**src/rtl/ioctl_rom_sender.sv**
```systemverilog
// ioctl_rom_sender: streams a byte image from a synchronous source memory
// into a core as an ioctl download, one write strobe per byte.
module ioctl_rom_sender #(
    parameter int ADDR_W    = 25,
    parameter int SETUP_CYC = 4,
    parameter int GAP_CYC   = 2,
    parameter int HOLD_CYC  = 4
) (
    input  logic              clk_sys,
    input  logic              reset,
    input  logic              start,
    input  logic [ADDR_W-1:0] length,
    input  logic [7:0]        index,
    output logic              src_rd,
    output logic [ADDR_W-1:0] src_addr,
    input  logic [7:0]        src_data,
    output logic              ioctl_download,
    output logic              ioctl_wr,
    output logic [ADDR_W-1:0] ioctl_addr,
    output logic [7:0]        ioctl_dout,
    output logic [7:0]        ioctl_index,
    input  logic              ioctl_wait,
    output logic              busy,
    output logic              done
);

    typedef enum logic [2:0] {
        IDLE, SETUP, FETCH, DATA, WRITE, GAP, HOLD, DONE
    } state_t;

    localparam int SETUP_N = SETUP_CYC - 1;
    localparam int HOLD_N  = HOLD_CYC - 1;
    localparam int GAP_N   = (GAP_CYC > 0) ? GAP_CYC - 1 : 0;
    localparam logic [ADDR_W-1:0] ONE = 1;

    state_t            state;
    logic [15:0]       tmr;
    logic [ADDR_W-1:0] cnt;
    logic [ADDR_W-1:0] len;
    logic [ADDR_W-1:0] cnt_nxt;

    // Byte counter after the current strobe
    always_comb begin
        cnt_nxt = cnt + ONE;
    end

    // Strobe is one cycle per byte: WRITE state gated by the receiver stall
    assign ioctl_wr = (state == WRITE) && !ioctl_wait;

    // Download sequencer with registered outputs
    always_ff @(posedge clk_sys) begin
        if (reset) begin
            state          <= IDLE;
            tmr            <= '0;
            cnt            <= '0;
            len            <= '0;
            src_rd         <= 1'b0;
            src_addr       <= '0;
            ioctl_download <= 1'b0;
            ioctl_addr     <= '0;
            ioctl_dout     <= '0;
            ioctl_index    <= '0;
            busy           <= 1'b0;
            done           <= 1'b0;
        end else begin
            unique case (state)
                IDLE: begin
                    if (start) begin
                        len            <= length;
                        ioctl_index    <= index;
                        cnt            <= '0;
                        tmr            <= 16'(SETUP_N);
                        ioctl_download <= 1'b1;
                        busy           <= 1'b1;
                        state          <= SETUP;
                    end
                end
                SETUP: begin
                    if (tmr != 16'd0) begin
                        tmr <= tmr - 16'd1;
                    end else if (len == '0) begin
                        tmr   <= 16'(HOLD_N);
                        state <= HOLD;
                    end else begin
                        src_rd   <= 1'b1;
                        src_addr <= cnt;
                        state    <= FETCH;
                    end
                end
                FETCH: begin
                    src_rd   <= 1'b0;
                    src_addr <= '0;
                    state    <= DATA;
                end
                DATA: begin
                    ioctl_dout <= src_data;
                    ioctl_addr <= cnt;
                    state      <= WRITE;
                end
                WRITE: begin
                    if (!ioctl_wait) begin
                        cnt <= cnt_nxt;
                        if (cnt_nxt == len) begin
                            tmr   <= 16'(HOLD_N);
                            state <= HOLD;
                        end else if (GAP_CYC == 0) begin
                            src_rd   <= 1'b1;
                            src_addr <= cnt_nxt;
                            state    <= FETCH;
                        end else begin
                            tmr   <= 16'(GAP_N);
                            state <= GAP;
                        end
                    end
                end
                GAP: begin
                    if (tmr != 16'd0) begin
                        tmr <= tmr - 16'd1;
                    end else begin
                        src_rd   <= 1'b1;
                        src_addr <= cnt;
                        state    <= FETCH;
                    end
                end
                HOLD: begin
                    if (tmr != 16'd0) begin
                        tmr <= tmr - 16'd1;
                    end else begin
                        ioctl_download <= 1'b0;
                        done           <= 1'b1;
                        state          <= DONE;
                    end
                end
                DONE: begin
                    done  <= 1'b0;
                    busy  <= 1'b0;
                    state <= IDLE;
                end
                default: state <= IDLE;
            endcase
        end
    end

endmodule

```
**config.mk**
```make
export PLATFORM = sky130hd
export DESIGN_NAME = ioctl_rom_sender
export DESIGN_NICKNAME = d
export VERILOG_FILES = /design/src/rtl/ioctl_rom_sender.sv
export SDC_FILE = /design/constraint.sdc
export NUM_CORES = 1
export LEC_CHECK = 0
export BUFFER_PORTS_ARGS = -buffer_cell sky130_fd_sc_hd__clkbuf_2
export CAP_MARGIN = 40
export CORE_MARGIN = 1
export CORE_UTILIZATION = 50
export DETAILED_ROUTE_END_ITERATION = 10
export PLACE_DENSITY = 0.84
export SLEW_MARGIN = 20
export SYNTH_ARGS = -nofsm -noshare
export SYNTH_HDL_FRONTEND = slang
export SYNTH_SLANG_ARGS = --single-unit
```
**constraint.sdc**
```tcl
create_clock -name clk_sys -period 2.5 [get_ports clk_sys]
set_input_delay 0.125 -clock clk_sys [delete_from_list [all_inputs] [get_ports clk_sys]]
set_output_delay 0.125 -clock clk_sys [all_outputs]
set_load 0.02 [all_outputs]
```
# Yosys cells after proc, flatten, opt, wreduce, memory -nomap -nowiden
# Index checks and enable logic that the tools add are counted.
# word_totals
reg_bits	139
inputBits	45
output_inout_bits	71
word_cells	81
# classes
n_mux	31
eq_ne	16
add_sub_neg	2
n_reduce_logical	20
# ops
operator	n
25-bit 2-to-1 mux	5
16-bit 2-to-1 mux	5
25-bit case mux with 3 select lines	1
16-bit case mux with 4 select lines	1
25-bit case mux with 2 select lines	1
25-bit by 1-bit adder with 25-bit output, second input constant	1
25-bit equality test	1
25-bit logical NOT	1
3-bit case mux with 8 select lines	1
3-bit 2-to-1 mux	6
16-bit nonzero test	1
16-bit by 1-bit subtractor with 16-bit output, second input constant	1
3-bit equality test, second input constant	4
2-bit != test, second input constant	6
5-bit AND reduction	2
2-bit nonzero test	4
3-bit by 2-bit equality test with 1-bit output, second input constant	2
1-bit case mux with 2 select lines	3
2-bit AND reduction	3
3-bit AND reduction	2
1-bit 2-to-1 mux	5
2-bit 2-to-1 mux	2
4-bit AND reduction	1
4-bit nonzero test	1
other kinds (9)	9

# Longest topological paths before layout
# Gate-level depths: netlist of run 1.
# logic_depth
ltp_word	5
depth_mapped	11
ltp_nobuf	9

# Worst setup path after synthesis of run 1
# Ideal clock, no wire load.
# synth_path
path_kind	reg-to-reg
startpoint	register cnt[1]
endpoint	register state[0]
stages_incl_launch_ff	9
path_buffers	0
required_ns	2.384
setup_time_ns	0.116
slack_ns	0.112
t_arrival_ns	2.273
cell_sequence	dfxtp_1 > ha_1 > nand3_1 > nor4_1 > nand3_1 > xnor2_1 > a2111oi_0 > nand4_1 > a31o_1
# synth_via
elab_chain_len	5
# synth_rtl
element	line_no	source
start, declared	38	logic [ADDR_W-1:0] cnt;
start signal, assigned	102	cnt <= cnt_nxt;
25-bit by 1-bit adder with 25-bit output	44	cnt_nxt = cnt + ONE;
25-bit equality test	103	if (cnt_nxt == len) begin
2-bit 2-to-1 mux	103	
3-bit 2-to-1 mux	101	if (!ioctl_wait) begin
3-bit case mux with 8 select lines	66	unique case (state)
end signal, assigned	75	state <= SETUP;
end signal, assigned	105	state <= HOLD;
end signal, assigned	109	state <= FETCH;
end, declared	36	state_t state;
# No other way between the ends. The select of a mux whose other input is x is not followed.
# A chain may end at the register's enable or synchronous reset.

# Final worst setup path of run 1
# layout_path
startpoint	register tmr[3]
endpoint	register tmr[14]
# layout_via
elab_chain_len	3
word_cells_on_any_way	8
classes_between	add/sub: 1; eq/ne: 2; mux: 3; reduce/logical: 2
# layout_rtl
element	line_no	source
start, declared	37	logic [15:0] tmr;
start signal, assigned	72	tmr <= 16'(SETUP_N);
start signal, assigned	80	tmr <= tmr - 16'd1;
start signal, assigned	82	tmr <= 16'(HOLD_N);
16-bit by 1-bit subtractor with 16-bit output / 16-bit nonzero test (equally long branches)	n/a	
16-bit 2-to-1 mux (tied with other cells)	117, 126	
16-bit case mux with 4 select lines / 5-bit AND reduction (equally long branches)	n/a	
# Several ways; a longest one is shown, not always the timed one. The select of a mux whose other input is x is not followed.

==> run_results.csv, run 1 <==
group,metric,value,unit
power,p_comb_frac,0.375,
drt,drcViolationCount,0,
grt,grt_pass1_wl,32250,microns
timing,max_freq,405.5,MHz
cts,cts_max_level,4,
power,power_leakage,3.638,nW
critical_path,critPathCaptureType,"flop",
cts,cts_root_buffer,"clkbuf_16",
timing,slew_headroom,0.5128,
drt,drt-wirelength-per-cell,17.57,microns
min_path,hp-class,"in2reg",
die,dieArea,13410,sq um
synth,syn-cell-area,6474,sq um
die,pin_count,116,
grt,first_global_vias,6310,
drt,dr.pass1.iters,8,
power,internal_power,0.005338,W
layout,nFillCells,948,
layout,regArea,2804,sq um
cts,path_clk_slew,60,ps
cts,cts_made_buffers,17,
synth,yosysSeqAreaShare,0.4298,
critical_path,critPathTopFamily,"simple AND/OR/NAND/NOR gates",
synth,synthArstFlopShare,0,
cts,clock_path_buffers,2,
power,finalPower,0.008728,W
timing,fin_crit_sh,0.9865,
synth,yosysWarnings,0,
layout,drive_above_1_share,0.2783,
critical_path,arrival,2790,ps
drt,ant_nets,0,
place,dp.cells,1133,
synth,synth_fp_nets,868,
grt,antenna_found_initial,0,
power,seq_power_share,0.322,
die,die_w,115.8,microns
drt,drt_iter0_drc,688,
layout,finalNetCount,1076,
timing,period_minus_slack,2466,ps
timing,tightest_slew,728.2,ps
synth,synthFlopType,"dfxtp_1",
layout,mostFrequentLayoutCells,"nand2_1, dfxtp_1, clkbuf_2",
layout,instances_no_fill,1214,
critical_path,cp.required,2820,ps
grt,overflow,0,
grt,gr-usage-all-layers,0.3149,
place,gp_congestion,0.9710,
power,ir_worst_vdd,678.9,uV
place,post-place-ws,-86.02,ps
power,power_frac_clock,0.303,
synth,synth.distinct_cells,61,
critical_path,crit_fanout,9,
critical_path,slowest_stage,"or3_1",
timing,final_hold_viol_count,0,
power,p_sw_frac,0.3884,
layout,final_common_cell,"nand2_1",
critical_path,crit_type,"reg2reg",
die,die_h,115.8,microns
cts,clkLatencyLatePin,430,ps
critical_path,cpPeakStageDelay,500,ps
run_status,status,"complete, no violations",
die,core,12620,sq um
power,switching_power,0.003389,W
critical_path,timing.critical_path.buf_inv,0,
layout,diodes,0,
drt,via_per_inst,5.818,
die,initial_core_util,0.5130,
critical_path,startpoint_type,"flop",
place,dp_hpwl,12570,microns
synth,syn_avg_cell_area,7.885,sq um
drt,vias,7063,
critical_path,rrSetupSlack,30,ps
place,io_buffers,115,
synth,synth_cells,821,
timing,slew_viol_final,0,
synth,ys_ff_latch,139,
synth,synth_edf_count,0,
cts,clock-sinks,139,
job,drv_cap,0,
timing,finalSetupViolCount,0,
timing,finalWorstSetupSlack,33.80,ps
drt,wl,21320,microns
cts,cts_tree,"built",
die,rows,41,
power,p_per_area,989.3,nW/um^2
timing,fin_skew,8.615,ps
critical_path,path_cells,"or3_1 > nor3_1 > o311ai_2 > a211o_2 > nand3_1 > xor2_1 > nor2_1",
layout,areaGrowthSynthToFinish,36.28,%
grt,grt_max_degree,104,
layout,multi_input_area,3405,sq um
-- metal layers --
metal | wire length [microns] | GRT usage
met1 | 8464 | 0.3899
met5 | 0 | 0
met3 | 1705 | 0.06328
met2 | 10230 | 0.5198
met4 | 928 | 0.1615
-- cell type report --
type / count / area share
timing repair buffer: 253 / 0.1957
clock buffer: 22 / 0.05489
sequential: 139 / 0.3178
clock inverter: 10 / 0.01574
inverter: 13 / 0.005531
tap: 172 / 0.02439
multi-input combinational: 605 / 0.3859
-- synth_stat cells, types with 5 or more instances --
cell type,n,area [sq um]
nor2_1,90,337.8
buf_2,17,85.08
xor2_1,27,236.5
nand2_1,156,585.6
nor3_1,21,105.1
clkbuf_1,35,131.4
a31oi_1,9,56.30
nor4_1,18,112.6
a311oi_1,6,52.55
dfxtp_1,139,2783
xnor2_1,18,157.7
or3_1,7,43.79
nand4_1,12,75.07
a21oi_1,99,495.5
nor2b_1,5,31.28
nand3_1,21,105.1
inv_1,12,45.04
buf_6,12,135.1
a22oi_1,31,232.7
o21ai_0,26,130.1
-- power by group through the flow --
stage | sequential [W] | combinational, W | clock, W
floorplan | 0.00279 | 0.00214 | 0
global placement | 0.00281 | 0.00282 | 0
detailed placement | 0.00282 | 0.00291 | 0
CTS | 0.00278 | 0.00300 | 0.00266
global route | 0.00283 | 0.00351 | 0.00277
finish | 0.00281 | 0.00327 | 0.00265
-- per-stage QoR --
| step | area [sq um] | util | hold WS (ps) | setup TNS [ps] |
|---|---|---|---|---|
| after floorplan | 6474 | - | 261.0 | 0 |
| after global placement | 7610 | 0.6030 | 347.1 | -121.2 |
| after detailed placement | 7610 | 0.6030 | 354.3 | -765.8 |
| after CTS | 8670 | 0.6870 | 47.59 | 0 |
| after global routing | 8822 | 0.6991 | 63.86 | -73.32 |
| final | 8822 | 0.6991 | 53.98 | 0 |
-- sequential cells by signal, summed over array words and instances, names as in the netlist --
| signal | cells |
|---|---|
| busy | 1 |
| cnt | 25 |
| done | 1 |
| ioctl_addr | 25 |
| ioctl_dout | 8 |
| ioctl_download | 1 |
| ioctl_index | 8 |
| len | 25 |
| src_addr | 25 |
| src_rd | 1 |
| state | 3 |
| tmr | 16 |
-- path summary, 6_finish.rpt --
kind | to | cells past startpoint | start
worst max-delay path | tmr[14]$_SDFFE_PP0P_ | 7 | tmr[3]$_SDFFE_PP0P_
worst min-delay path | busy$_SDFFE_PP0P_ | 2 | reset
worst max register to register | tmr[14]$_SDFFE_PP0P_ | 7 | tmr[3]$_SDFFE_PP0P_
worst min register to register | ioctl_addr[24]$_SDFFE_PP0P_ | 2 | ioctl_addr[24]$_SDFFE_PP0P_
-- worst register-to-register path: stages (launching register included) --
cell and delay (ps):
dfxtp_1 370, or3_1 500, nor3_1 380, o311ai_2 260, a211o_2 440, nand3_1 140
xor2_1 200, nor2_1 70
-- logic make-up after synthesis --
family / share of synthesized area
xor gates and xnor gates: 0.06088
adders and majority gates: 0.005411
buffers and inverters: 0.06359
AOI/OAI and AO/OA: 0.1836
and+or+nand+nor: 0.2567
DFF: 0.4298
-- what timing repair did --
item	in CTS	in global routing
endpoints found under the hold margin	41	0
pin swaps	0	4
hold buffers	41	0
gates cloned	0	2
resized for setup	7	27
endpoints found under the setup margin	17	17
buffers inserted	0	5
Power figures use the tool's default switching activity.
==> inputs of run 2 (changes only) <==
--- a/config.mk
+++ b/config.mk
@@ -10,7 +10,7 @@
 export CORE_MARGIN = 1
 export CORE_UTILIZATION = 50
 export DETAILED_ROUTE_END_ITERATION = 10
-export PLACE_DENSITY = 0.84
+export PLACE_DENSITY = 0.79
 export SLEW_MARGIN = 20
 export SYNTH_ARGS = -nofsm -noshare
 export SYNTH_HDL_FRONTEND = slang
==> run 2 against run 1 <==
Compared with the run above: design area is 2.0% lower; flip-flop and latch count stayed put; power is 2.1% lower; highest routed layer unchanged.
==> run_results.csv, run 2 (synthesis results as in run 1) <==
group,metric,value,unit
layout,final_common_cell,"nand2_1",
min_path,hp-class,"in2reg",
critical_path,critPathTopFamily,"simple AND/OR/NAND/NOR gates",
job,drv_cap,0,
layout,drive_above_1_share,0.2551,
die,rows,41,
cts,cts_tree,"built",
drt,vias,6710,
layout,diodes,0,
drt,drt-wirelength-per-cell,16.56,microns
power,ir_worst_vdd,705.0,uV
timing,tightest_slew,756.7,ps
grt,gr-usage-all-layers,0.3032,
critical_path,cpPeakStageDelay,400,ps
die,die_h,115.8,microns
layout,nFillCells,985,
critical_path,slowest_stage,"a2111oi_2",
die,initial_core_util,0.5130,
cts,clkLatencyLatePin,420,ps
critical_path,startpoint_type,"flop",
critical_path,arrival,2760,ps
timing,rsz0062_at_grt,"true",
place,dp_hpwl,12420,microns
place,post-place-ws,-105.8,ps
drt,dr.pass1.iters,5,
cts,clock_path_buffers,2,
cts,clock-sinks,139,
timing,fin_crit_sh,0.9782,
timing,setup_tns,0,ps
drt,wl,19780,microns
layout,areaGrowthSynthToFinish,33.55,%
timing,final_hold_viol_count,0,
die,die_w,115.8,microns
run_status,status,"complete, no violations",
place,gp_congestion,0.9691,
die,pin_count,116,
timing,max_freq,408.9,MHz
cts,cts_made_buffers,17,
grt,first_global_vias,6400,
grt,antenna_found_initial,0,
drt,drcViolationCount,0,
drt,drt_iter0_drc,478,
timing,period_minus_slack,2445,ps
drt,ant_nets,0,
drt,via_per_inst,5.615,
timing,slew_headroom,0.4916,
critical_path,critPathCaptureType,"flop",
critical_path,crit_fanout,5,
cts,cts_max_level,4,
power,p_per_area,988.4,nW/um^2
critical_path,crit_type,"reg2reg",
critical_path,cp.required,2810,ps
place,io_buffers,115,
timing,finalSetupViolCount,0,
cts,path_clk_slew,60,ps
critical_path,path_cells,"nand4_4 > nor4_1 > buf_4 > and3_1 > xor2_1 > a2111oi_2 > nand4_1 > buf_4 > a31o_1",
timing,slew_viol_final,0,
grt,grt_pass1_wl,31190,microns
critical_path,timing.critical_path.buf_inv,2,
layout,mostFrequentLayoutCells,"nand2_1, dfxtp_1, clkbuf_2",
grt,grt_max_degree,75,
timing,fin_skew,8.895,ps
cts,cts_root_buffer,"clkbuf_16",
timing,finalWorstSetupSlack,54.54,ps
critical_path,cp_common_cell,"buf_4",
layout,finalNetCount,1057,
grt,overflow,0,
layout,fin_util,0.6851,
power,power_leakage,3.542,nW
die,core,12620,sq um
die,dieArea,13410,sq um
run 2: cell count changes in the layout (fill, tap and decap cells not counted), moves of 2 or more:
cell / delta
clkinv_2: +2
buf_12: +2
nor4_2: -3
dfxtp_1: +5
dfxtp_4: -2
dfxtp_2: -3
nor4_1: +4
buf_4: -19
clkinvlp_4: -2
run 2: path summary, 6_finish.rpt:
kind / start / endpoint / slack (ps) / depth (start not counted)
min: ioctl_wait / state[1]$_SDFFE_PP0P_ / 90 / 3
max reg2reg: cnt[3]$_SDFFE_PP0P_ / state[0]$_SDFFE_PP0P_ / 50 / 9
min reg2reg: ioctl_addr[18]$_SDFFE_PP0P_ / ioctl_addr[18]$_SDFFE_PP0P_ / 450 / 2
max: cnt[3]$_SDFFE_PP0P_ / state[0]$_SDFFE_PP0P_ / 50 / 9
run 2: power breakdown:
| group | internal [W] | leakage [nW] | switching (W) |
|---|---|---|---|
| logic | 0.00119 | 2.11 | 0.00196 |
| clock network | 0.00164 | 0.299 | 0.000951 |
| registers | 0.00249 | 1.13 | 0.000306 |
run 2: worst register-to-register path: stages (launching register included):
cell       delay (ps)
dfxtp_2           390
nand4_4           170
nor4_1            360
buf_4             170
and3_1            190
xor2_1             90
a2111oi_2         400
nand4_1           170
buf_4             180
a31o_1            220
run 2: repair_timing:
action / CTS / global route
gates cloned: 0 / 1
hold buffers: 41 / 0
setup endpoints to repair: 3 / 17
gates resized for setup: 3 / 18
setup buffers: 0 / 1
pin swaps: 0 / 4
hold endpoints to repair: 41 / 0
run 2: metrics by stage:
step           hold WS [ps]  total power (W)  instance area [sq um]  instances
6_report              85.24         0.008545                   8646       1195
4_1_cts               51.12         0.008422                   8568       1193
3_3_place_gp          347.3         0.005696                   7537       1120
2_1_floorplan         261.0         0.004929                   6474        821
3_5_place_dp          352.1         0.005756                   7537       1120
5_1_grt               62.91         0.009004                   8646       1195
run 2: final cells by class:
cell class                 count  area, sq um  area share
inverter                      13        48.80    0.005644
multi-input combinational    604         3357      0.3883
clock buffer                  21        470.5     0.05441
timing repair buffer         235         1619      0.1873
clock inverter                11        142.6     0.01650
tap                          172        215.2     0.02489
sequential                   139         2793      0.3230
run 2: layer usage:
metal / GRT usage / up-vias / routed length [microns]
met5: 0 / - / 0
met4: 0.1342 / 0 / 588
met3: 0.08264 / 58 / 1497
met2: 0.5139 / 325 / 9592
met1: 0.3590 / 3103 / 8105
li1: - / 3224 / -
